**src/rtl/multicycle_control_if.sv**
```systemverilog
// Control/status bundle between the multi-cycle MIPS control unit and its datapath.
// The control unit is the master: it consumes opcode/zero and drives every mux, enable and debug output.
interface multicycle_control_if;
    logic [5:0]  opcode;
    logic        zero;
    logic        pc_en;
    logic        iord;
    logic        mem_write;
    logic        ir_write;
    logic        reg_dst;
    logic        mem_to_reg;
    logic        reg_write;
    logic        alu_src_a;
    logic [1:0]  alu_src_b;
    logic [1:0]  alu_op;
    logic [1:0]  pc_src;
    logic        ext_zero;
    logic        illegal;
    logic [3:0]  state;
    logic [31:0] retired;

    modport master (
        input  opcode, zero,
        output pc_en, iord, mem_write, ir_write, reg_dst, mem_to_reg, reg_write,
               alu_src_a, alu_src_b, alu_op, pc_src, ext_zero, illegal, state, retired
    );

    modport slave (
        output opcode, zero,
        input  pc_en, iord, mem_write, ir_write, reg_dst, mem_to_reg, reg_write,
               alu_src_a, alu_src_b, alu_op, pc_src, ext_zero, illegal, state, retired
    );
endinterface

```
**src/rtl/multicycle_control.sv**
```systemverilog
// Multi-cycle MIPS control FSM: sequences fetch/decode/execute/memory/writeback,
// drives the datapath controls as Moore outputs and counts retired instructions.
//   state   | meaning
//   FETCH   | read instruction, PC <= PC+4
//   DECODE  | read registers, branch target into ALUOut
//   MEMADR  | lw/sw effective address
//   MEMRD   | data memory read
//   MEMWB   | load writeback
//   MEMWR   | data memory write
//   RTYPEEX | R-type ALU operation
//   RTYPEWB | R-type writeback to rd
//   BEQEX   | compare, conditional PC load
//   IMMEX   | immediate ALU operation
//   IMMWB   | immediate writeback to rt
//   JEX     | jump
module multicycle_control (
    input  logic                 clk,
    input  logic                 reset,
    multicycle_control_if.master bus
);
    typedef enum logic [3:0] {
        S_FETCH   = 4'd0,
        S_DECODE  = 4'd1,
        S_MEMADR  = 4'd2,
        S_MEMRD   = 4'd3,
        S_MEMWB   = 4'd4,
        S_MEMWR   = 4'd5,
        S_RTYPEEX = 4'd6,
        S_RTYPEWB = 4'd7,
        S_BEQEX   = 4'd8,
        S_IMMEX   = 4'd9,
        S_IMMWB   = 4'd10,
        S_JEX     = 4'd11
    } state_e;

    localparam logic [5:0] OP_R    = 6'b000000;
    localparam logic [5:0] OP_LW   = 6'b100011;
    localparam logic [5:0] OP_SW   = 6'b101011;
    localparam logic [5:0] OP_BEQ  = 6'b000100;
    localparam logic [5:0] OP_J    = 6'b000010;
    localparam logic [5:0] OP_ADDI = 6'b001000;
    localparam logic [5:0] OP_SLTI = 6'b001010;
    localparam logic [5:0] OP_ANDI = 6'b001100;
    localparam logic [5:0] OP_ORI  = 6'b001101;

    state_e      state_q, state_d;
    logic [31:0] retired_q, retired_d;
    logic        pc_write;
    logic        branch;
    logic        is_mem;
    logic        is_imm;
    logic        is_legal;

    always_comb begin
        is_mem   = (bus.opcode == OP_LW) || (bus.opcode == OP_SW);
        is_imm   = (bus.opcode == OP_ADDI) || (bus.opcode == OP_SLTI) ||
                   (bus.opcode == OP_ANDI) || (bus.opcode == OP_ORI);
        is_legal = is_mem || is_imm || (bus.opcode == OP_R) ||
                   (bus.opcode == OP_BEQ) || (bus.opcode == OP_J);
    end

    always_ff @(posedge clk) begin
        if (reset) begin
            state_q   <= S_FETCH;
            retired_q <= '0;
        end else begin
            state_q   <= state_d;
            retired_q <= retired_d;
        end
    end

    always_comb begin
        state_d        = S_FETCH;
        retired_d      = retired_q;
        pc_write       = 1'b0;
        branch         = 1'b0;
        bus.iord       = 1'b0;
        bus.mem_write  = 1'b0;
        bus.ir_write   = 1'b0;
        bus.reg_dst    = 1'b0;
        bus.mem_to_reg = 1'b0;
        bus.reg_write  = 1'b0;
        bus.alu_src_a  = 1'b0;
        bus.alu_src_b  = 2'b00;
        bus.alu_op     = 2'b00;
        bus.pc_src     = 2'b00;
        bus.illegal    = 1'b0;

        case (state_q)
            S_FETCH: begin
                state_d       = S_DECODE;
                bus.ir_write  = 1'b1;
                bus.alu_src_b = 2'b01;
                pc_write      = 1'b1;
            end
            S_DECODE: begin
                bus.alu_src_b = 2'b11;
                if (is_mem)                      state_d = S_MEMADR;
                else if (bus.opcode == OP_R)     state_d = S_RTYPEEX;
                else if (bus.opcode == OP_BEQ)   state_d = S_BEQEX;
                else if (is_imm)                 state_d = S_IMMEX;
                else if (bus.opcode == OP_J)     state_d = S_JEX;
                else                             state_d = S_FETCH;
                bus.illegal = !is_legal;
            end
            S_MEMADR: begin
                bus.alu_src_a = 1'b1;
                bus.alu_src_b = 2'b10;
                state_d       = (bus.opcode == OP_SW) ? S_MEMWR : S_MEMRD;
            end
            S_MEMRD: begin
                bus.iord = 1'b1;
                state_d  = S_MEMWB;
            end
            S_MEMWB: begin
                bus.mem_to_reg = 1'b1;
                bus.reg_write  = 1'b1;
            end
            S_MEMWR: begin
                bus.iord      = 1'b1;
                bus.mem_write = 1'b1;
            end
            S_RTYPEEX: begin
                bus.alu_src_a = 1'b1;
                bus.alu_op    = 2'b10;
                state_d       = S_RTYPEWB;
            end
            S_RTYPEWB: begin
                bus.reg_dst   = 1'b1;
                bus.reg_write = 1'b1;
            end
            S_BEQEX: begin
                bus.alu_src_a = 1'b1;
                bus.alu_op    = 2'b01;
                bus.pc_src    = 2'b01;
                branch        = 1'b1;
            end
            S_IMMEX: begin
                bus.alu_src_a = 1'b1;
                bus.alu_src_b = 2'b10;
                bus.alu_op    = 2'b11;
                state_d       = S_IMMWB;
            end
            S_IMMWB: begin
                bus.reg_write = 1'b1;
            end
            S_JEX: begin
                bus.pc_src = 2'b10;
                pc_write   = 1'b1;
            end
            default: state_d = S_FETCH;
        endcase

        // Every final state of a legal instruction returns to FETCH and retires it.
        case (state_q)
            S_MEMWB, S_MEMWR, S_RTYPEWB, S_BEQEX, S_IMMWB, S_JEX:
                retired_d = retired_q + 32'd1;
            default: retired_d = retired_q;
        endcase
    end

    assign bus.pc_en    = pc_write | (branch & bus.zero);
    assign bus.ext_zero = (bus.opcode == OP_ANDI) || (bus.opcode == OP_ORI);
    assign bus.state    = state_q;
    assign bus.retired  = retired_q;
endmodule

```
**src/flat_wrapper.sv**
```systemverilog
// flat-port wrapper written by rule: the top's interface ports become plain ports
module multicycle_control_flat 
  (clk, reset, bus_opcode, bus_zero, bus_pc_en, bus_iord, bus_mem_write, bus_ir_write, bus_reg_dst, bus_mem_to_reg, bus_reg_write, bus_alu_src_a, bus_alu_src_b, bus_alu_op, bus_pc_src, bus_ext_zero, bus_illegal, bus_state, bus_retired);
  multicycle_control_if bus_i ();
  input  logic clk;
  input  logic reset;
  input wire logic [$bits(bus_i.opcode)-1:0] bus_opcode;
  input wire logic [$bits(bus_i.zero)-1:0] bus_zero;
  output wire logic [$bits(bus_i.pc_en)-1:0] bus_pc_en;
  output wire logic [$bits(bus_i.iord)-1:0] bus_iord;
  output wire logic [$bits(bus_i.mem_write)-1:0] bus_mem_write;
  output wire logic [$bits(bus_i.ir_write)-1:0] bus_ir_write;
  output wire logic [$bits(bus_i.reg_dst)-1:0] bus_reg_dst;
  output wire logic [$bits(bus_i.mem_to_reg)-1:0] bus_mem_to_reg;
  output wire logic [$bits(bus_i.reg_write)-1:0] bus_reg_write;
  output wire logic [$bits(bus_i.alu_src_a)-1:0] bus_alu_src_a;
  output wire logic [$bits(bus_i.alu_src_b)-1:0] bus_alu_src_b;
  output wire logic [$bits(bus_i.alu_op)-1:0] bus_alu_op;
  output wire logic [$bits(bus_i.pc_src)-1:0] bus_pc_src;
  output wire logic [$bits(bus_i.ext_zero)-1:0] bus_ext_zero;
  output wire logic [$bits(bus_i.illegal)-1:0] bus_illegal;
  output wire logic [$bits(bus_i.state)-1:0] bus_state;
  output wire logic [$bits(bus_i.retired)-1:0] bus_retired;
  assign bus_i.opcode = bus_opcode;
  assign bus_i.zero = bus_zero;
  assign bus_pc_en = bus_i.pc_en;
  assign bus_iord = bus_i.iord;
  assign bus_mem_write = bus_i.mem_write;
  assign bus_ir_write = bus_i.ir_write;
  assign bus_reg_dst = bus_i.reg_dst;
  assign bus_mem_to_reg = bus_i.mem_to_reg;
  assign bus_reg_write = bus_i.reg_write;
  assign bus_alu_src_a = bus_i.alu_src_a;
  assign bus_alu_src_b = bus_i.alu_src_b;
  assign bus_alu_op = bus_i.alu_op;
  assign bus_pc_src = bus_i.pc_src;
  assign bus_ext_zero = bus_i.ext_zero;
  assign bus_illegal = bus_i.illegal;
  assign bus_state = bus_i.state;
  assign bus_retired = bus_i.retired;
  multicycle_control u_core (.clk(clk), .reset(reset), .bus(bus_i));
endmodule
```
**config.mk**
```make
export PLATFORM = sky130hd
export DESIGN_NAME = multicycle_control_flat
export DESIGN_NICKNAME = d
export VERILOG_FILES = /design/src/rtl/multicycle_control_if.sv /design/src/rtl/multicycle_control.sv /design/src/flat_wrapper.sv
export SDC_FILE = /design/constraint.sdc
export NUM_CORES = 1
export LEC_CHECK = 0
export ABC_CLOCK_PERIOD_IN_PS = 2400
export CAP_MARGIN = 15
export CORE_MARGIN = 1.5
export CORE_UTILIZATION = 47
export CTS_CLUSTER_SIZE = 12
export DETAILED_ROUTE_END_ITERATION = 7
export GPL_ROUTABILITY_DRIVEN = 0
export GPL_TIMING_DRIVEN = 0
export MAX_ROUTING_LAYER = met4
export PLACE_DENSITY = 0.8
export SYNTH_ARGS = -nofsm -noshare
export SYNTH_HDL_FRONTEND = slang
export SYNTH_SLANG_ARGS = --single-unit
export TNS_END_PERCENT = 1
```
**constraint.sdc**
```tcl
create_clock -name clk -period 2.4 [get_ports clk]
set_input_delay 0.48 -clock clk [delete_from_list [all_inputs] [get_ports clk]]
set_output_delay 0.48 -clock clk [all_outputs]
set_load 0.01 [all_outputs]
```
---- Word level (Yosys, flattened, before mapping) ----
Cells that the tools add are included.
storage, ports and cells
  flip-flop bits (word level) ............. 36
  bits of input ports ..................... 9
  output and inout bits ................... 52
operators by class
  $add $sub $neg .......................... 1
  equality and inequality tests ........... 19
  mux-type cells .......................... 20
  bitwise operators ....................... 2
  reduce and logical (&&, ||, !) cells .... 18
operator list
  operator               number
  $add 32x1->32 const B  1
  $eq 6x4->1 const B     4
  $pmux 4 s6             1
  $mux 4                 5
  $eq 4x3->1 const B     4
  $eq 4x4->1 const B     4
  $eq 6x6->1 const B     2
  $pmux 2 s3             2
  $mux 1                 10
  $logic_or 1x1->1       9
  $eq 4x2->1 const B     2
  $eq 6x2->1 const B     1
  $eq 6x3->1 const B     1
  $logic_not 6->1        1
  $reduce_or 2->1        3
  $reduce_or 6->1        1
  $eq 4x1->1 const B     1
  $logic_not 4->1        1
  $pmux 2 s2             1
  $reduce_or 4->1        1
  $mux 3                 1
  $reduce_or 3->1        1
  $and 1x1->1            1
  $logic_not 1->1        1
  $or 1x1->1             1

---- Longest topological paths before layout ----
  depth after elaboration ................. 10
  mapped depth ............................ 7

---- Least setup slack after synthesis ----
Ideal clock, no wire load.
  path type ............................... register to register
  from .................................... reg u_core.state_q[2], in the netlist u_core.bus.state[2]
  to ...................................... reg u_core.retired_q[31], in the netlist u_core.bus.retired[31]
  setup time .............................. 0.123 ns
  arrival ................................. 1.924 ns
  required time ........................... 2.277 ns
  slack ................................... 0.353 ns
  cell stages (with the launch flop) ...... 8
  path through ............................ dfxtp_1 -> nand2b_1 -> buf_6 -> o22a_1 -> or3_1 -> clkbuf_1 -> nor4_1 -> mux2_1
on the way
  word-level cells in the longest chain between the ends .. 2
  elaborated cells on any way between the ends .. 7
  those cells by class .................... eq/ne (6); reduce/logical (1)
ends and longest elaborated chain
  element                                          RTL line                   RTL
  from (decl)                                      multicycle_control.sv:46   state_e state_q, state_d;
  from (signal assigned)                           multicycle_control.sv:67   state_q <= state_d;
  $eq 4x3->1 / $eq 4x4->1 (equally long branches)  multicycle_control.sv:155  case (state_q)
  $reduce_or 6->1 (*)                              multicycle_control.sv:155
  to (signal assigned)                             multicycle_control.sv:68   retired_q <= retired_d;
  to (decl)                                        multicycle_control.sv:47   logic [31:0] retired_q, retired_d;
Mark *: on every way between the ends. The rest lies on a longest branch, timed or not.
A chain may end at the register's enable or synchronous reset.

---- Worst setup path after layout ----
  from .................................... in bus_opcode[5]
  to ...................................... out bus_illegal
on the way
  word-level cells in the longest chain between the ends .. 10
  elaborated cells on any way between the ends .. 19
  those cells by class .................... eq/ne (8); mux (1); reduce/logical (10)
ends and longest elaborated chain
  element                        RTL line                   RTL
  from (decl)                    flat_wrapper.sv:7          input wire logic [$bits(bus_i.opcode)-1:0] bus_opcode;
  $eq 6x4->1                     multicycle_control.sv:56   is_imm = (bus.opcode == OP_ADDI) || (bus.opcode == OP_SLTI) ||
  $logic_or 1x1->1 (2 in a row)  multicycle_control.sv:56
  $logic_or 1x1->1               multicycle_control.sv:57   (bus.opcode == OP_ANDI) || (bus.opcode == OP_ORI);
  $logic_or 1x1->1 (3 in a row)  multicycle_control.sv:58   is_legal = is_mem || is_imm || (bus.opcode == OP_R) ||
  $logic_or 1x1->1 (*)           multicycle_control.sv:59   (bus.opcode == OP_BEQ) || (bus.opcode == OP_J);
  $logic_not 1->1 (*)            multicycle_control.sv:104  bus.illegal = !is_legal;
  $mux 1 (*)                     multicycle_control.sv:89   case (state_q)
  to (decl)                      flat_wrapper.sv:21         output wire logic [$bits(bus_i.illegal)-1:0] bus_illegal;
Marks and branches as above.

==> impl_metrics.json <==
{
  "finalHoldViolCount": 0,
  "drcViolationCount": 0,
  "required_ps": 1920,
  "rr_startpoint": "u_core.bus.retired[1]$_SDFFE_PP0P_",
  "power_density_mw_per_mm2": 436.7,
  "ir_drop_mv": 0.3028,
  "die_w_um": 68.65,
  "ant_nets": 0,
  "reg2reg_to": "u_core.bus.retired[30]$_SDFFE_PP0P_",
  "cp-start-kind": "input port",
  "hold_start": "u_core.bus.retired[1]$_SDFFE_PP0P_",
  "yosysTopAreaCell": "dfxtp_1",
  "area_growth_pct": 40.83,
  "htree_levels": 2,
  "crit_arrival_ps": 1910,
  "crit_fanout": 3,
  "clock_skew_ps": 10.68,
  "numCtsBuffers": 5,
  "pin_count": 61,
  "grt_pass1_vias": 1856,
  "crit_type": "input port to output port",
  "vias": 2159,
  "synth_edf_count": 0,
  "overflow": 0,
  "root_buffer": "clkbuf_8",
  "setup_viol": 0,
  "yosysUniqueCellTypes": 41,
  "synth_nets": 274,
  "cts_tree": "yes",
  "p_total_w": 0.001246,
  "slowest_delay_ps": 470,
  "place_area_mm2": 0.002679,
  "hold_path.class": "flop to flop",
  "synth_top_area_share_pct": 35.58,
  "wl_um": 5363,
  "drv_cap": 0,
  "dp.final_hpwl_um": 3713,
  "min_period_over_period_pct": 99.52,
  "reg2reg_slack_ps": 160,
  "syn_area_per_cell_um2": 7.673,
  "rows": 23,
  "antenna_found_initial": 0,
  "outcome": "completed",
  "diodes": 0,
  "hold_depth": 2,
  "cts_max_path_buffers": 2,
  "grt_max_degree": 12,
  "path_delay_family": "buffers and inverters",
  "async_flop_share_pct": 0,
  "drt-wirelength-per-cell_um": 14.11,
  "cp-end-kind": "output port",
  "ys_seq_elements": 36,
  "leakage_nw": 0.9668,
  "grt_pass1_wl_um": 8625,
  "ys_warn_count": 0,
  "netlist_area_mm2": 0.002026,
  "port-buffer-count": 59,
  "timing.fmax_mhz": 418.7,
  "clock_latency_ps": 290,
  "rsz0062_at_grt": "true",
  "critPathBufInv": 2,
  "ys.flop_type": "dfxtp_1",
  "core_area_mm2": 0.004058,
  "initial_core_util_pct": 49.92,
  "final_nets": 339,
  "syn_inst": 264,
  "clock_sinks": 36,
  "slew_headroom_pct": 67.38,
  "cp_slowest_cell": "clkdlybuf4s50_1",
  "fin_crit_ps": 2388,
  "die_h_um": 68.65,
  "yosysSeqAreaShare_pct": 35.58,
  "dieArea_mm2": 0.004713,
  "drt_iter0_markers": 169,
  "grt_usage_pct": 24.88,
  "yosys-top-cells-area": "dfxtp_1 (36%), nor2_1 (6.9%), xnor2_1 (5.2%)",
  "drive_gt1_share_pct": 7.879,
  "reg2reg_depth": 7,
  "viasPerCell": 5.682,
  "dr.pass1.iters": 4,
  "tightest_slew_ps": 489.3,
  "hold_end": "u_core.bus.retired[1]$_SDFFE_PP0P_",
  "slew_viol_final": 0,
  "path_clk_slew_ps": 70,
  "design_area_mm2": 0.002853,
  "crit_chain": "clkdlybuf4s50_1, or2_4, a2111oi_4, nor4_2, dlygate4sd2_1"
}
[routing by layer]
layer  track usage (%)  vias up  wire (µm)
met1             32.04     1018       2502
met3             5.357        5        290
li1                  -     1075          -
met5                 -        -          0
met4             7.000        0         42
met2             39.30       61       2528
[cells in the mapped netlist, types with 3 or more instances]
library cell	instances
a21oi_1	15
and2_1	7
and3_1	4
and4_1	4
buf_1	4
clkbuf_1	12
dfxtp_1	36
nand2_1	19
nand2b_1	5
nand3_1	7
nand4_1	16
nor2_1	37
nor2b_1	6
nor3_1	11
nor4_1	11
nor4b_1	3
o21ai_1	6
o22ai_1	3
or3_1	9
xnor2_1	12
xor2_1	9
[cell families after synthesis]
logic type               after synthesis  share of synthesized area (%)
AO/OA/AOI/OAI                         37                          10.87
multiplexers                           3                          1.668
XOR/XNOR                              21                          9.080
AND/OR/NAND/NOR                      145                          37.80
buffers and inverters                 21                          4.385
flip-flops                            36                          35.58
adder cells (fa/ha/maj)                1                         0.6176
[placed cells by master, fill, tap and decap left out, types with 8 or more instances in the layout]
cell type / Yosys / layout
xor2_1: 9 / 9
xnor2_1: 12 / 12
nor2_1: 37 / 36
a21oi_1: 15 / 15
dfxtp_1: 36 / 35
nand4_1: 16 / 16
nand2_1: 19 / 19
clkbuf_1: 12 / 10
or3_1: 9 / 9
clkdlybuf4s50_1: 0 / 49
nor3_1: 11 / 11
nor4_1: 11 / 8
[state kept, by name (all words and copies together) (netlist names)]
signal,flops
u_core.bus.retired,32
u_core.bus.state,4
[what timing repair did]
item | in CTS | in global routing
hold buffers | 0 | 0
setup endpoints to repair | 9 | 6
pin swaps | 1 | 0
endpoints found under the hold margin | 0 | 0
buffers inserted | 0 | 0
resized for setup | 17 | 10
gates cloned | 0 | 0
[worst reg2reg max path, delay by kind of cell (launching register included)]
family | cells | cell delay [ps]
DFF | 1 | 390
AOI/OAI and AO/OA | 1 | 150
adders and majority gates | 1 | 160
buffers and inverters | 2 | 470
and+or+nand+nor | 3 | 1010
[report_power, final]
part | internal, W | total, W | switching [W] | leakage (nW)
Combinational | 0.0000544 | 0.000120 | 0.0000655 | 0.621
Sequential | 0.000600 | 0.000605 | 0.00000499 | 0.291
Clock | 0.000308 | 0.000521 | 0.000213 | 0.0552
[layout make-up]
type,instances,area [µm²]
timing repair buffer,59,596.8
tap,50,62.56
multi-input combinational,207,1270
fill,355,1205
clock buffer,6,72.57
sequential,36,721.9
inverter,2,7.507
buffer,18,86.33
clock inverter,2,35.03
[worst max-delay path by stage]
stage	startpoint	end	slack, ps	depth (start not counted)
finish	bus_opcode[5]	bus_illegal	10	5
global route	bus_opcode[4]	bus_illegal	-50	5
CTS	bus_opcode[4]	bus_illegal	-30	5
detailed placement	bus_opcode[4]	bus_illegal	-660	5
global placement	bus_opcode[4]	bus_illegal	-650	5
floorplan	u_core.bus.state[2]$_SDFF_PP0_	u_core.bus.retired[31]$_SDFFE_PP0P_	350	7
[through the flow]
step | cells | setup WS [ps] | TNS (ps) | hold WS [ps] | utilization, %
2_1_floorplan | 264 | 352.9 | 0 | 499.2 | -
3_3_place_gp | 373 | -648.5 | -652.9 | 477.2 | 66.02
3_5_place_dp | 373 | -660.1 | -660.1 | 492.6 | 66.02
4_1_cts | 381 | -29.65 | -29.65 | 506.0 | 69.57
5_1_grt | 380 | -48.57 | -67.71 | 536.9 | 70.31
6_report | 380 | 11.50 | 0 | 508.1 | 70.31
Note: power is estimated with default switching activity, not from simulation.
